[config.mk]
export PLATFORM = sky130hd
export DESIGN_NAME = uart_receiver
export DESIGN_NICKNAME = d
export VERILOG_FILES = /design/src/rtl/uart_receiver.sv
export SDC_FILE = /design/constraint.sdc
export NUM_CORES = 1
export LEC_CHECK = 0
export ABC_AREA = 1
export BUFFER_PORTS_ARGS = -buffer_cell sky130_fd_sc_hd__buf_4
export CAP_MARGIN = 20
export CORE_MARGIN = 2
export CORE_UTILIZATION = 65
export DETAILED_ROUTE_END_ITERATION = 7
export MAX_ROUTING_LAYER = met4
export PLACE_DENSITY = 0.94
export SETUP_SLACK_MARGIN = 0.2
export SYNTH_ARGS = -nofsm -noshare
export SYNTH_HDL_FRONTEND = slang
export SYNTH_SLANG_ARGS = --single-unit
[constraint.sdc]
create_clock -name clk_50 -period 6.5 [get_ports clk_50]
set_clock_uncertainty 0.15 [all_clocks]
set_input_delay 0 -clock clk_50 [delete_from_list [all_inputs] [get_ports clk_50]]
set_output_delay 0 -clock clk_50 [all_outputs]
set_load 0.1 [all_outputs]
[src/rtl/uart_receiver.sv]
// 8-bit UART receiver with 16x oversampling and a first-word-fall-through receive FIFO.
// Optional parity bit enabled by defining UART_PARITY_EN (even by default, odd when PARITY_ODD = 1).
module uart_receiver #(
  parameter int CLK_HZ     = 50000000,
  parameter int BAUD       = 115200,
  parameter int FIFO_DEPTH = 8,
  parameter bit PARITY_ODD = 1'b0
) (
  input  logic                          clk_50,
  input  logic                          rst_,
  input  logic                          rx,
  output logic [7:0]                    rx_data,
  output logic                          rx_valid,
  input  logic                          rx_ready,
  output logic                          frame_err,
  output logic                          ovr_err,
  input  logic                          err_clr,
  output logic [$clog2(FIFO_DEPTH):0]   fill
);

  localparam int DIV = (CLK_HZ + BAUD * 8) / (BAUD * 16);
  localparam int DW  = (DIV > 1) ? $clog2(DIV) : 1;
  localparam int AW  = $clog2(FIFO_DEPTH);
`ifdef UART_PARITY_EN
  localparam bit PAR_EN = 1'b1;
`else
  localparam bit PAR_EN = 1'b0;
`endif

  typedef enum logic [2:0] {IDLE, START, DATA, PARITY, STOP} state_t;

  logic          rx_s1_q, rx_s2_q;
  logic [1:0]    flush_q;
  logic          armed_q;
  logic [DW-1:0] div_q;
  logic          tick;
  state_t        state_q, state_d;
  logic [3:0]    tcnt_q, tcnt_d;
  logic [2:0]    bcnt_q, bcnt_d;
  logic [7:0]    shift_q, shift_d;
  logic          par_bad_q, par_bad_d;
  logic          brk_q, brk_d;
  logic          frame_err_q, frame_err_d;
  logic          ovr_err_q, ovr_err_d;
  logic          push_req, set_ferr;
  logic          push, pop, full, drop;
  logic [AW-1:0] wptr_q, rptr_q;
  logic [AW:0]   cnt_q, cnt_d;
  logic [7:0]    mem [FIFO_DEPTH];

  assign tick = (div_q == DW'(DIV - 1));

  // armed_q becomes 1 only once the synchronized line has genuinely been seen high after reset,
  // so a line held low through reset release cannot be mistaken for a start edge.
  always_ff @(posedge clk_50 or negedge rst_) begin
    if (!rst_) begin
      rx_s1_q <= 1'b1;
      rx_s2_q <= 1'b1;
      flush_q <= 2'd0;
      armed_q <= 1'b0;
      div_q   <= '0;
    end else begin
      rx_s1_q <= rx;
      rx_s2_q <= rx_s1_q;
      flush_q <= (flush_q == 2'd2) ? flush_q : flush_q + 2'd1;
      armed_q <= armed_q | ((flush_q == 2'd2) & rx_s2_q);
      div_q   <= tick ? '0 : div_q + DW'(1);
    end
  end

  always_comb begin
    state_d   = state_q;
    tcnt_d    = tcnt_q;
    bcnt_d    = bcnt_q;
    shift_d   = shift_q;
    par_bad_d = par_bad_q;
    brk_d     = brk_q;
    push_req  = 1'b0;
    set_ferr  = 1'b0;
    case (state_q)
      IDLE: begin
        brk_d     = 1'b0;
        par_bad_d = 1'b0;
        if (armed_q && !rx_s2_q) begin
          state_d = START;
          tcnt_d  = 4'd0;
        end
      end
      START: begin
        if (tick) tcnt_d = tcnt_q + 4'd1;
        if (tick && tcnt_q == 4'd7) begin
          if (!rx_s2_q) begin
            state_d = DATA;
            tcnt_d  = 4'd0;
            bcnt_d  = 3'd0;
          end else begin
            state_d = IDLE;
          end
        end
      end
      DATA: begin
        if (tick) tcnt_d = tcnt_q + 4'd1;
        if (tick && tcnt_q == 4'd15) begin
          shift_d = {rx_s2_q, shift_q[7:1]};
          bcnt_d  = bcnt_q + 3'd1;
          if (bcnt_q == 3'd7) state_d = PAR_EN ? PARITY : STOP;
        end
      end
      PARITY: begin
        if (tick) tcnt_d = tcnt_q + 4'd1;
        if (tick && tcnt_q == 4'd15) begin
          par_bad_d = ((^shift_q) ^ rx_s2_q) != PARITY_ODD;
          state_d   = STOP;
        end
      end
      STOP: begin
        if (brk_q) begin
          if (rx_s2_q) state_d = IDLE;
        end else begin
          if (tick) tcnt_d = tcnt_q + 4'd1;
          // A good stop sample ends the frame at mid-bit to leave margin for baud mismatch.
          if (tick && tcnt_q == 4'd15) begin
            if (rx_s2_q) begin
              if (par_bad_q) set_ferr = 1'b1;
              else           push_req = 1'b1;
              state_d = IDLE;
            end else begin
              set_ferr = 1'b1;
              brk_d    = 1'b1;
            end
          end
        end
      end
      default: state_d = IDLE;
    endcase
  end

  always_ff @(posedge clk_50 or negedge rst_) begin
    if (!rst_) begin
      state_q   <= IDLE;
      tcnt_q    <= 4'd0;
      bcnt_q    <= 3'd0;
      par_bad_q <= 1'b0;
      brk_q     <= 1'b0;
    end else begin
      state_q   <= state_d;
      tcnt_q    <= tcnt_d;
      bcnt_q    <= bcnt_d;
      par_bad_q <= par_bad_d;
      brk_q     <= brk_d;
    end
  end

  assign full        = (cnt_q == (AW + 1)'(FIFO_DEPTH));
  assign rx_valid    = (cnt_q != '0);
  assign pop         = rx_valid & rx_ready;
  assign push        = push_req & (~full | pop);
  assign drop        = push_req & full & ~pop;
  assign frame_err_d = (frame_err_q & ~err_clr) | set_ferr;
  assign ovr_err_d   = (ovr_err_q & ~err_clr) | drop;

  always_comb begin
    cnt_d = cnt_q;
    case ({push, pop})
      2'b10:   cnt_d = cnt_q + (AW + 1)'(1);
      2'b01:   cnt_d = cnt_q - (AW + 1)'(1);
      default: cnt_d = cnt_q;
    endcase
  end

  always_ff @(posedge clk_50 or negedge rst_) begin
    if (!rst_) begin
      wptr_q      <= '0;
      rptr_q      <= '0;
      cnt_q       <= '0;
      frame_err_q <= 1'b0;
      ovr_err_q   <= 1'b0;
    end else begin
      if (push) wptr_q <= wptr_q + AW'(1);
      if (pop)  rptr_q <= rptr_q + AW'(1);
      cnt_q       <= cnt_d;
      frame_err_q <= frame_err_d;
      ovr_err_q   <= ovr_err_d;
    end
  end

  // When full with a simultaneous pop, the write lands in the slot being read out this cycle.
  always_ff @(posedge clk_50) begin
    shift_q <= shift_d;
    if (push) mem[wptr_q] <= shift_q;
  end

  assign rx_data   = rx_valid ? mem[rptr_q] : 8'h00;
  assign fill      = cnt_q;
  assign frame_err = frame_err_q;
  assign ovr_err   = ovr_err_q;

endmodule

**Word level (Yosys, flattened, before mapping)**

Memories as Yosys holds them, arrays and structs flattened.
Cells that the tools add are included.

- Multiplexer cells: 41
- Reductions and logical operators: 18
- Eq/ne operators: 20
- Add/sub/neg operators: 8
- Bitwise logic cells: 15

Operator list:

| cell | count |
|---|---|
| $mux 3 | 11 |
| $mux 4 | 5 |
| $mux 1 | 16 |
| $pmux 4 s4 | 1 |
| $pmux 3 s5 | 1 |
| $ne 2x2->1 const B | 7 |
| $add 3x1->3 const B | 3 |
| $add 4x1->4 const B | 2 |
| $eq 4x4->1 const B | 2 |
| $mux 8 | 1 |
| $pmux 4 s2 | 1 |
| $reduce_bool 2->1 | 4 |
| $reduce_bool 4->1 | 2 |
| $reduce_xor 8->1 | 1 |
| $and 1x1->1 | 7 |
| $eq 3x2->1 const B | 2 |
| $eq 3x3->1 const B | 2 |
| $pmux 3 s2 | 1 |
| $reduce_and 6->1 | 1 |
| $add 5x1->5 const B | 1 |
| $eq 5x5->1 const B | 1 |
| $mux 5 | 1 |
| $eq 2x2->1 const B | 2 |
| $eq 4x3->1 const B | 1 |
| 17 further kinds | 26 |

- RAM bits: 64
- Input port bits: 5
- Output and inout bits: 15
- Flip-flop bits (word level): 42
- Memories: 1

Memory list:

| name | words | width | read ports | clocked after memory_dff | wr ports | line | text |
|---|---|---|---|---|---|---|---|
| mem | 8 | 8 | 1 | 0 | 1 | 49 | `logic [7:0] mem [FIFO_DEPTH];` |

**Logic depth before layout (Yosys ltp)**

Gate-level depths: netlist of run 1.

- Depth after elaboration: 8
- Mapped depth: 16
- Depth with buffers taken out: 16

**Worst setup path after synthesis of run 1**

No wires, ideal clock.

- Path kind: reg2out
- Start point: register cnt_q[1], in the netlist fill[1]
- End point: output rx_data[0]
- Data arrival time: 3047 ps
- Stages on the path, launching flop included: 5
- Setup slack: 3303 ps
- Cell sequence: dfrtp_1 -> nor2_2 -> nand2_2 -> o21ai_0 -> nor2_1

- Longest elaborated chain between the ends: 2

RTL lines:

| item | line | text |
|---|---|---|
| from (decl) | 48 | `logic [AW:0] cnt_q, cnt_d;` |
| from (signal assigned) | 181 | `cnt_q <= cnt_d;` |
| $reduce_bool 4->1 | 155 | `assign rx_valid = (cnt_q != '0);` |
| via rx_valid | 13 | `output logic rx_valid,` |
| $mux 8 | 193 | `assign rx_data = rx_valid ? mem[rptr_q] : 8'h00;` |
| to (decl) | 12 | `output logic [7:0] rx_data,` |

The timed path passes the listed nets, and every way through them passes these cells.

**Worst setup path in the final report of run 1**

- Start point: register rptr_q[0]
- End point: output rx_data[1]

- Longest elaborated chain between the ends: 2

RTL lines:

| item | line | text |
|---|---|---|
| from (decl) | 47 | `logic [AW-1:0] wptr_q, rptr_q;` |
| from (signal assigned) | 180 | `if (pop) rptr_q <= rptr_q + AW'(1);` |
| $mem_v2 8x8 | - |  |
| $mux 8 | 193 |  |

Every way passes these cells.

==> results.yml, run 1 <==
yosys:
  share_of_synthesized_area_spent_on_multiplexers_pct: 0
  synth.lib_cells_used.distinct: 30
  post-synth-top-area-cell: "sky130_fd_sc_hd__edfxtp_1"
  syn_area_um2: 4750
  netlist_instances: 467
  synth_top_cells_by_area: "sky130_fd_sc_hd__edfxtp_1, sky130_fd_sc_hd__dfrtp_1, sky130_fd_sc_hd__nand2_1"
  synthDominantCellAreaShare_pct: 45.5
  ys_ff_latch: 106
  synthesized_area_fraction_occupied_by_ao_oa_aoi_and_oai_cells_pct: 7.50
  synth_most_common_cell: "sky130_fd_sc_hd__nand2_1"
  synth_edf_count: 72
  sequential_fraction_of_the_synthesis_area_pct: 63.4
  synth_simple_gate_area_share_pct: 20.8
  synthXorXnorAreaFrac_pct: 1.47
  postSynthNetCount: 481
  mean_cell_area_of_the_mapped_netlist_um2: 10.2
  async_flop_share_pct: 32.1
  largest_family_of_logic_cells_by_synthesized_area: "simple AND/OR/NAND/NOR gates"
  synth.yosys.warnings: 0
  post_synth_most_frequent_cells: "sky130_fd_sc_hd__nand2_1, sky130_fd_sc_hd__nor2_1, sky130_fd_sc_hd__edfxtp_1"
  synthFlopType: "sky130_fd_sc_hd__edfxtp_1"
  synth_adder_area_share_pct: 2.37
sta:
  timing.fmax_mhz: 320
  slew_headroom_pct: 24.2
  final.min_clock_period_ns: 3.13
  final_worst_path_cycle_share_pct: 48.1
  finalHoldViolCount: 0
  finalSetupViolCount: 0
  slew_of_the_pin_with_the_lowest_slew_margin_ns: 1.13
  report.final.slew_viol_count: 0
  grt_setup_unrepaired: "false"
  worst_hold_slack_ns: 0.122
  finalSetupTns_ns: 0
floorplanning:
  initial_utilization_pct: 66.2
  io_pins: 20
  dieArea_um2: 8010
  die_w_um: 89.5
  placeableCoreArea_um2: 7180
  die_h_um: 89.5
  rows: 31
cells_and_area:
  flow.area_growth_from_synthesis_pct: 11.1
  n_antenna_cell: 0
  design.final.nets: 513
  drive_above_1_share_pct: 12.1
grt:
  maximum_number_of_pins_on_one_net_before_global_route_repair: 35
  first_pass_grt_wire_length_um: 14600
  grt_overflow_total: 0
  grtUsageTotal_pct: 25.5
  initial_antenna_violation_count: 0
  grt_pass1_vias: 3180
clock_tree:
  post_cts.repair.setup_buffers: 0
  clkSlewWorstSetupHoldPaths_ns: 0.10
  cts_tree: "built"
  htreeDepth: 3
  tritoncts.num_buffers: 9
  clock_sinks: 106
  clock_path_buffers: 2
  clock_insertion_delay_worst_skew_ns: 0.37
  cts_root_buf: "sky130_fd_sc_hd__clkbuf_8"
setup_path:
  critical_path.startpoint_type: "flip-flop"
  setup.worst_path.end_class: "output pin"
  cp.required_ns: 6.35
  crit_fanout: 34
  cp.arrival_ns: 2.98
  reg2reg_slack_ns: 3.74
  crit_type: "flip-flop to output pin"
detailed_routing:
  detail-route-antenna-nets: 0
  dr.first_iter.drc_count: 252
  wl_final_um: 9080
  drt_pre_antenna_iters: 5
  wire_per_inst_um: 15.1
  via_count: 3356
  route.detailed.vias_per_inst: 5.57
  drc: 0
job:
  timing.max_cap.violations: 0
power_and_ir_drop:
  max-vdd-ir-drop_mv: 0.258
  p_per_area_nw_per_um2: 429
  power.leakage_nw: 2.22
place:
  placement.io_buffers: 19
  dp.final_hpwl_um: 6480
  globalplace.congestion: 0.933
hold_path:
  hold_path.class: "primary input to flip-flop"
status:
  run_status: "finished clean"
-- cell type report --
| cell class | instances | area, um2 |
|---|---|---|
| clock inverters | 6 | 73.8 |
| multi-input cells | 307 | 1530 |
| repair buffers | 31 | 245 |
| flip-flops and latches | 106 | 3020 |
| well taps | 99 | 124 |
| inverters | 44 | 165 |
| fillers | 477 | 1890 |
| clock buffers | 10 | 128 |
-- stage by stage --
stage | instance area, um2 | setup slack, ns | total power [mW] | cells | utilization [%]
floorplan | 4750 | 3.30 | 1.67 | 467 | -
global placement | 4980 | 3.68 | 1.84 | 575 | 69.4
detailed placement | 4990 | 3.72 | 1.86 | 578 | 69.6
CTS | 5270 | 3.45 | 2.26 | 600 | 73.4
global route | 5280 | 3.15 | 2.38 | 603 | 73.6
finish | 5280 | 3.37 | 2.27 | 603 | 73.6
-- sequential cells by signal, indices dropped and copies added (netlist names), 2 cells and up --
name	flops
mem	64
shift_q	8
div_q	5
fill	4
tcnt_q	4
bcnt_q	3
rptr_q	3
state_q	3
wptr_q	3
flush_q	2
-- kinds of logic after synthesis --
group | after synthesis
and+or+nand+nor | 226
DFF | 106
AOI/OAI and AO/OA | 64
buffers and inverters | 54
adders and majority gates | 9
xor gates and xnor gates | 8
-- final timing paths --
path / cells past startpoint / from / to
setup / recovery: 6 / rptr_q[0] / rx_data[1]
hold / removal: 2 / rx / rx_s1_q
max in group asynchronous: 4 / rst_ / flush_q[1]
hold reg to reg: 0 / rx_s1_q / rx_s2_q
setup reg to reg: 10 / div_q[0] / mem[5][3]
min in group asynchronous: 3 / rst_ / rx_s1_q
-- critical path: stages (launching register included) --
cell and delay [ns]:
sky130_fd_sc_hd__dfrtp_1 0.98, sky130_fd_sc_hd__inv_1 0.70, sky130_fd_sc_hd__o21ai_0 0.31, sky130_fd_sc_hd__o21ai_0 0.11, sky130_fd_sc_hd__o21ai_0 0.18, sky130_fd_sc_hd__nor2_1 0.09, sky130_fd_sc_hd__buf_4 0.23
-- where the power goes --
part	internal, mW	total [mW]	switching, mW
Clock	0.184	0.411	0.227
Sequential	0.745	0.843	0.0979
Combinational	0.244	1.01	0.769
-- timing repair --
item,CTS,global route
hold endpoints to repair,40,0
endpoints found under the setup margin,0,0
gates resized for setup,0,0
hold buffers,6,0
-- routing by layer --
metal | up-vias | wire length [um] | GRT usage, %
li1 | 1637 | - | -
met3 | 23 | 448 | 4.34
met2 | 110 | 4570 | 42.6
met4 | 0 | 191 | 8.68
met5 | - | 0 | -
met1 | 1586 | 3880 | 31.9
-- cell usage in the layout, fill, tap and decap left out, types with 3 or more instances in the layout --
cell type,instances
sky130_fd_sc_hd__o21ai_0,50
sky130_fd_sc_hd__buf_2,5
sky130_fd_sc_hd__inv_1,43
sky130_fd_sc_hd__clkbuf_8,9
sky130_fd_sc_hd__nand2_2,6
sky130_fd_sc_hd__o32ai_1,8
sky130_fd_sc_hd__nor2_2,3
sky130_fd_sc_hd__xor2_1,6
sky130_fd_sc_hd__nand4_1,5
sky130_fd_sc_hd__dlygate4sd3_1,5
sky130_fd_sc_hd__nor2_1,81
sky130_fd_sc_hd__nand3_1,15
sky130_fd_sc_hd__ha_1,9
sky130_fd_sc_hd__buf_4,20
sky130_fd_sc_hd__nor3_1,12
sky130_fd_sc_hd__dfrtp_1,32
sky130_fd_sc_hd__nand2_1,94
sky130_fd_sc_hd__edfxtp_1,72
sky130_fd_sc_hd__nor2_4,4
Power figures use the tool's default switching activity.
==> inputs of run 2 (changes only) <==
Settings changed: ABC_AREA 1 to 0, CORE_UTILIZATION 65 to 55, PLACE_DENSITY 0.94 to 0.86.
Clock period 6.5 ns to 2.8 ns, I/O delays scaled along.
==> run 2 against run 1 <==
- first-iteration DRC count fell by 39%
- global-route usage fell by 6.6 points
- combinational power fell by 74%
- non-clock buffer count increased by 7
- largest cell class unchanged
==> results.yml, run 2 <==
status:
  run_status: "finished clean"
grt:
  maximum_number_of_pins_on_one_net_before_global_route_repair: 33
  initial_antenna_violation_count: 0
  grt_pass1_vias: 2454
  grtUsageTotal_pct: 19.0
  first_pass_grt_wire_length_um: 12400
  grt_overflow_total: 0
floorplanning:
  die_h_um: 95.1
  rows: 33
  placeableCoreArea_um2: 8130
  initial_utilization_pct: 56.1
  io_pins: 20
  die_w_um: 95.1
  dieArea_um2: 9040
setup_path:
  setup.worst_path.end_class: "flip-flop"
  cp.buffers_inverters: 0
  crit_fanout: 11
  cp_cell_sequence: "nor4b_4 > and4_4 > nor2_1 > xor2_1 > ha_1 > nor4_1 > a31oi_1 > xnor2_1"
  crit_type: "flip-flop to flip-flop"
  critical_path.startpoint_type: "flip-flop"
  critPathMaxStageDelay_ns: 0.51
  cp.required_ns: 2.91
  cpLargestDelayFamily: "simple AND/OR/NAND/NOR gates"
  cp.arrival_ns: 2.45
  critPathSlowestCell: "sky130_fd_sc_hd__dfrtp_1"
sta:
  finalSetupTns_ns: 0
  timing.fmax_mhz: 428
  slew_headroom_pct: 48.4
  slew_of_the_pin_with_the_lowest_slew_margin_ns: 0.775
  finalHoldViolCount: 0
  final.min_clock_period_ns: 2.34
  finalSetupViolCount: 0
  final_worst_path_cycle_share_pct: 83.5
  report.final.slew_viol_count: 0
  grt_setup_unrepaired: "false"
cells_and_area:
  fillerInstances: 529
  flow.area_growth_from_synthesis_pct: 13.0
  design.final.nets: 340
  layout.cells.most_common_list: "sky130_fd_sc_hd__edfxtp_1, sky130_fd_sc_hd__buf_4, sky130_fd_sc_hd__nor2_1"
  most_common_library_cell_in_the_layout_ignoring_fill_and_taps: "sky130_fd_sc_hd__edfxtp_1"
  reg.largest.list: "mem: 64 flops, shift_q: 8 flops, div_q: 5 flops"
  n_antenna_cell: 0
  max_flop_register: "mem"
  largest_register_ff_count: 64
  layoutNonFillerInstCount: 436
  drive_above_1_share_pct: 26.6
clock_tree:
  clock_path_buffers: 2
  cts_tree: "built"
  clock_sinks: 106
  clock_insertion_delay_worst_skew_ns: 0.37
  cts_root_buf: "sky130_fd_sc_hd__clkbuf_8"
  tritoncts.num_buffers: 9
  htreeDepth: 3
  clkSlewWorstSetupHoldPaths_ns: 0.10
power_and_ir_drop:
  internal_power_mw: 2.24
  sw_frac_of_total_pct: 24.2
  clockPowerShare_pct: 31.8
  p_per_area_nw_per_um2: 573
  share_comb_of_total_power_pct: 8.9
  power.leakage_nw: 1.90
  max-vdd-ir-drop_mv: 0.310
  power_switching_mw: 0.715
  sequentialPowerShare_pct: 59.3
detailed_routing:
  wl_final_um: 7630
  via_count: 2469
  dr.first_iter.drc_count: 154
  detail-route-antenna-nets: 0
  drc: 0
  wire_per_inst_um: 17.5
  route.detailed.vias_per_inst: 5.66
  drt_pre_antenna_iters: 5
hold_path:
  hold_path.class: "primary input to flip-flop"
place:
  placed_cells_incl_taps: 413
  dp.final_hpwl_um: 5100
  globalplace.congestion: 0.867
  placement.io_buffers: 19
yosys:
  synthDominantCellAreaShare_pct: 47.4
  synth.lib_cells_used.distinct: 54
  netlist_instances: 289
  postSynthNetCount: 303
  synth.yosys.warnings: 0
  post_synth_most_frequent_cells: "sky130_fd_sc_hd__edfxtp_1, sky130_fd_sc_hd__dfrtp_1, sky130_fd_sc_hd__nor2_1"
  ys_ff_latch: 106
  syn_area_um2: 4560
  post-synth-top-area-cell: "sky130_fd_sc_hd__edfxtp_1"
  mean_cell_area_of_the_mapped_netlist_um2: 15.8
  synth_top_cells_by_area: "sky130_fd_sc_hd__edfxtp_1, sky130_fd_sc_hd__dfrtp_1, sky130_fd_sc_hd__mux4_2"
  sequential_fraction_of_the_synthesis_area_pct: 66.1
  synthFlopType: "sky130_fd_sc_hd__edfxtp_1"
  synth_edf_count: 72
  async_flop_share_pct: 32.1
  synth_most_common_cell: "sky130_fd_sc_hd__edfxtp_1"
job:
  timing.max_cap.violations: 0
run 2: layout make-up:
class,instances,area (um2),share of cell area [%]
clock buffer,9,124,2.40
clock inverter,7,75.1,1.46
inverter,6,36.3,0.704
multi-input combinational,165,1460,28.2
sequential,106,3020,58.7
tap,105,131,2.55
timing repair buffer,38,310,6.02
run 2: path summary, 6_finish.rpt:
| kind | start | endpoint | slack [ns] | depth (start not counted) |
|---|---|---|---|---|
| worst max register to register | state_q[1] | fill[2] | 0.46 | 8 |
| worst max-delay path | state_q[1] | fill[2] | 0.46 | 8 |
| max in group asynchronous | rst_ | state_q[2] | 1.77 | 4 |
| worst min-delay path | rx | rx_s1_q | 0.12 | 2 |
| worst min register to register | rx_s1_q | rx_s2_q | 0.21 | 0 |
| min in group asynchronous | rst_ | rx_s1_q | 0.54 | 3 |
run 2: power by group through the flow:
stage | Sequential, mW | Combinational, mW | Clock [mW]
after floorplan | 1.73 | 0.250 | 0
after global placement | 1.78 | 0.241 | 0
after detailed placement | 1.78 | 0.248 | 0
after CTS | 1.75 | 0.260 | 0.952
after global routing | 1.76 | 0.290 | 1.01
final | 1.75 | 0.263 | 0.941
run 2: layer usage:
| layer | share of wire [%] | GRT usage [%] | routed length [um] | vias to the layer above |
|---|---|---|---|---|
| li1 | - | - | - | 1153 |
| met1 | 45 | 24.7 | 3410 | 1253 |
| met2 | 50 | 30.2 | 3850 | 53 |
| met3 | 3.0 | 3.56 | 227 | 10 |
| met4 | 1.8 | 6.76 | 138 | 0 |
| met5 | 0 | - | 0 | - |
run 2: metrics by stage:
| stage | hold slack [ns] | utilization, % | instance area (um2) | total power [mW] | setup slack, ns |
|---|---|---|---|---|---|
| after floorplan | -0.446 | - | 4590 | 1.98 | 0.124 |
| after global placement | -0.183 | 60.0 | 4880 | 2.02 | 0.464 |
| after detailed placement | -0.176 | 60.0 | 4880 | 2.03 | 0.404 |
| after CTS | 0.117 | 63.3 | 5150 | 2.96 | 0.390 |
| after global routing | 0.117 | 63.4 | 5160 | 3.06 | 0.235 |
| final | 0.124 | 63.4 | 5160 | 2.96 | 0.461 |
run 2: logic make-up (layout without fill, tap and decap cells):
| logic type | count (synthesis) | in the layout | synth area share, % |
|---|---|---|---|
| and+or+nand+nor | 77 | 77 | 9.44 |
| buffers and inverters | 18 | 60 | 2.00 |
| xor gates and xnor gates | 21 | 21 | 4.03 |
| muxes | 33 | 33 | 11.9 |
| AOI/OAI and AO/OA | 25 | 25 | 4.06 |
| adders and majority gates | 9 | 9 | 2.47 |
| DFF | 106 | 106 | 66.1 |
run 2: timing repair:
item                                    4_1_cts  5_1_grt
gates resized for setup                       0        1
hold endpoints to repair                     44        0
setup buffers                                 0        1
hold buffers                                  6        0
endpoints found under the setup margin        0        1
run 2: worst register-to-register path, delay by kind of cell, from the launching register on:
| family | cells | cell delay, ns |
|---|---|---|
| AO/OA/AOI/OAI | 1 | 0.08 |
| flip-flops | 1 | 0.51 |
| adder cells (fa/ha/maj) | 1 | 0.20 |
| AND/OR/NAND/NOR | 4 | 1.03 |
| XOR/XNOR | 2 | 0.27 |
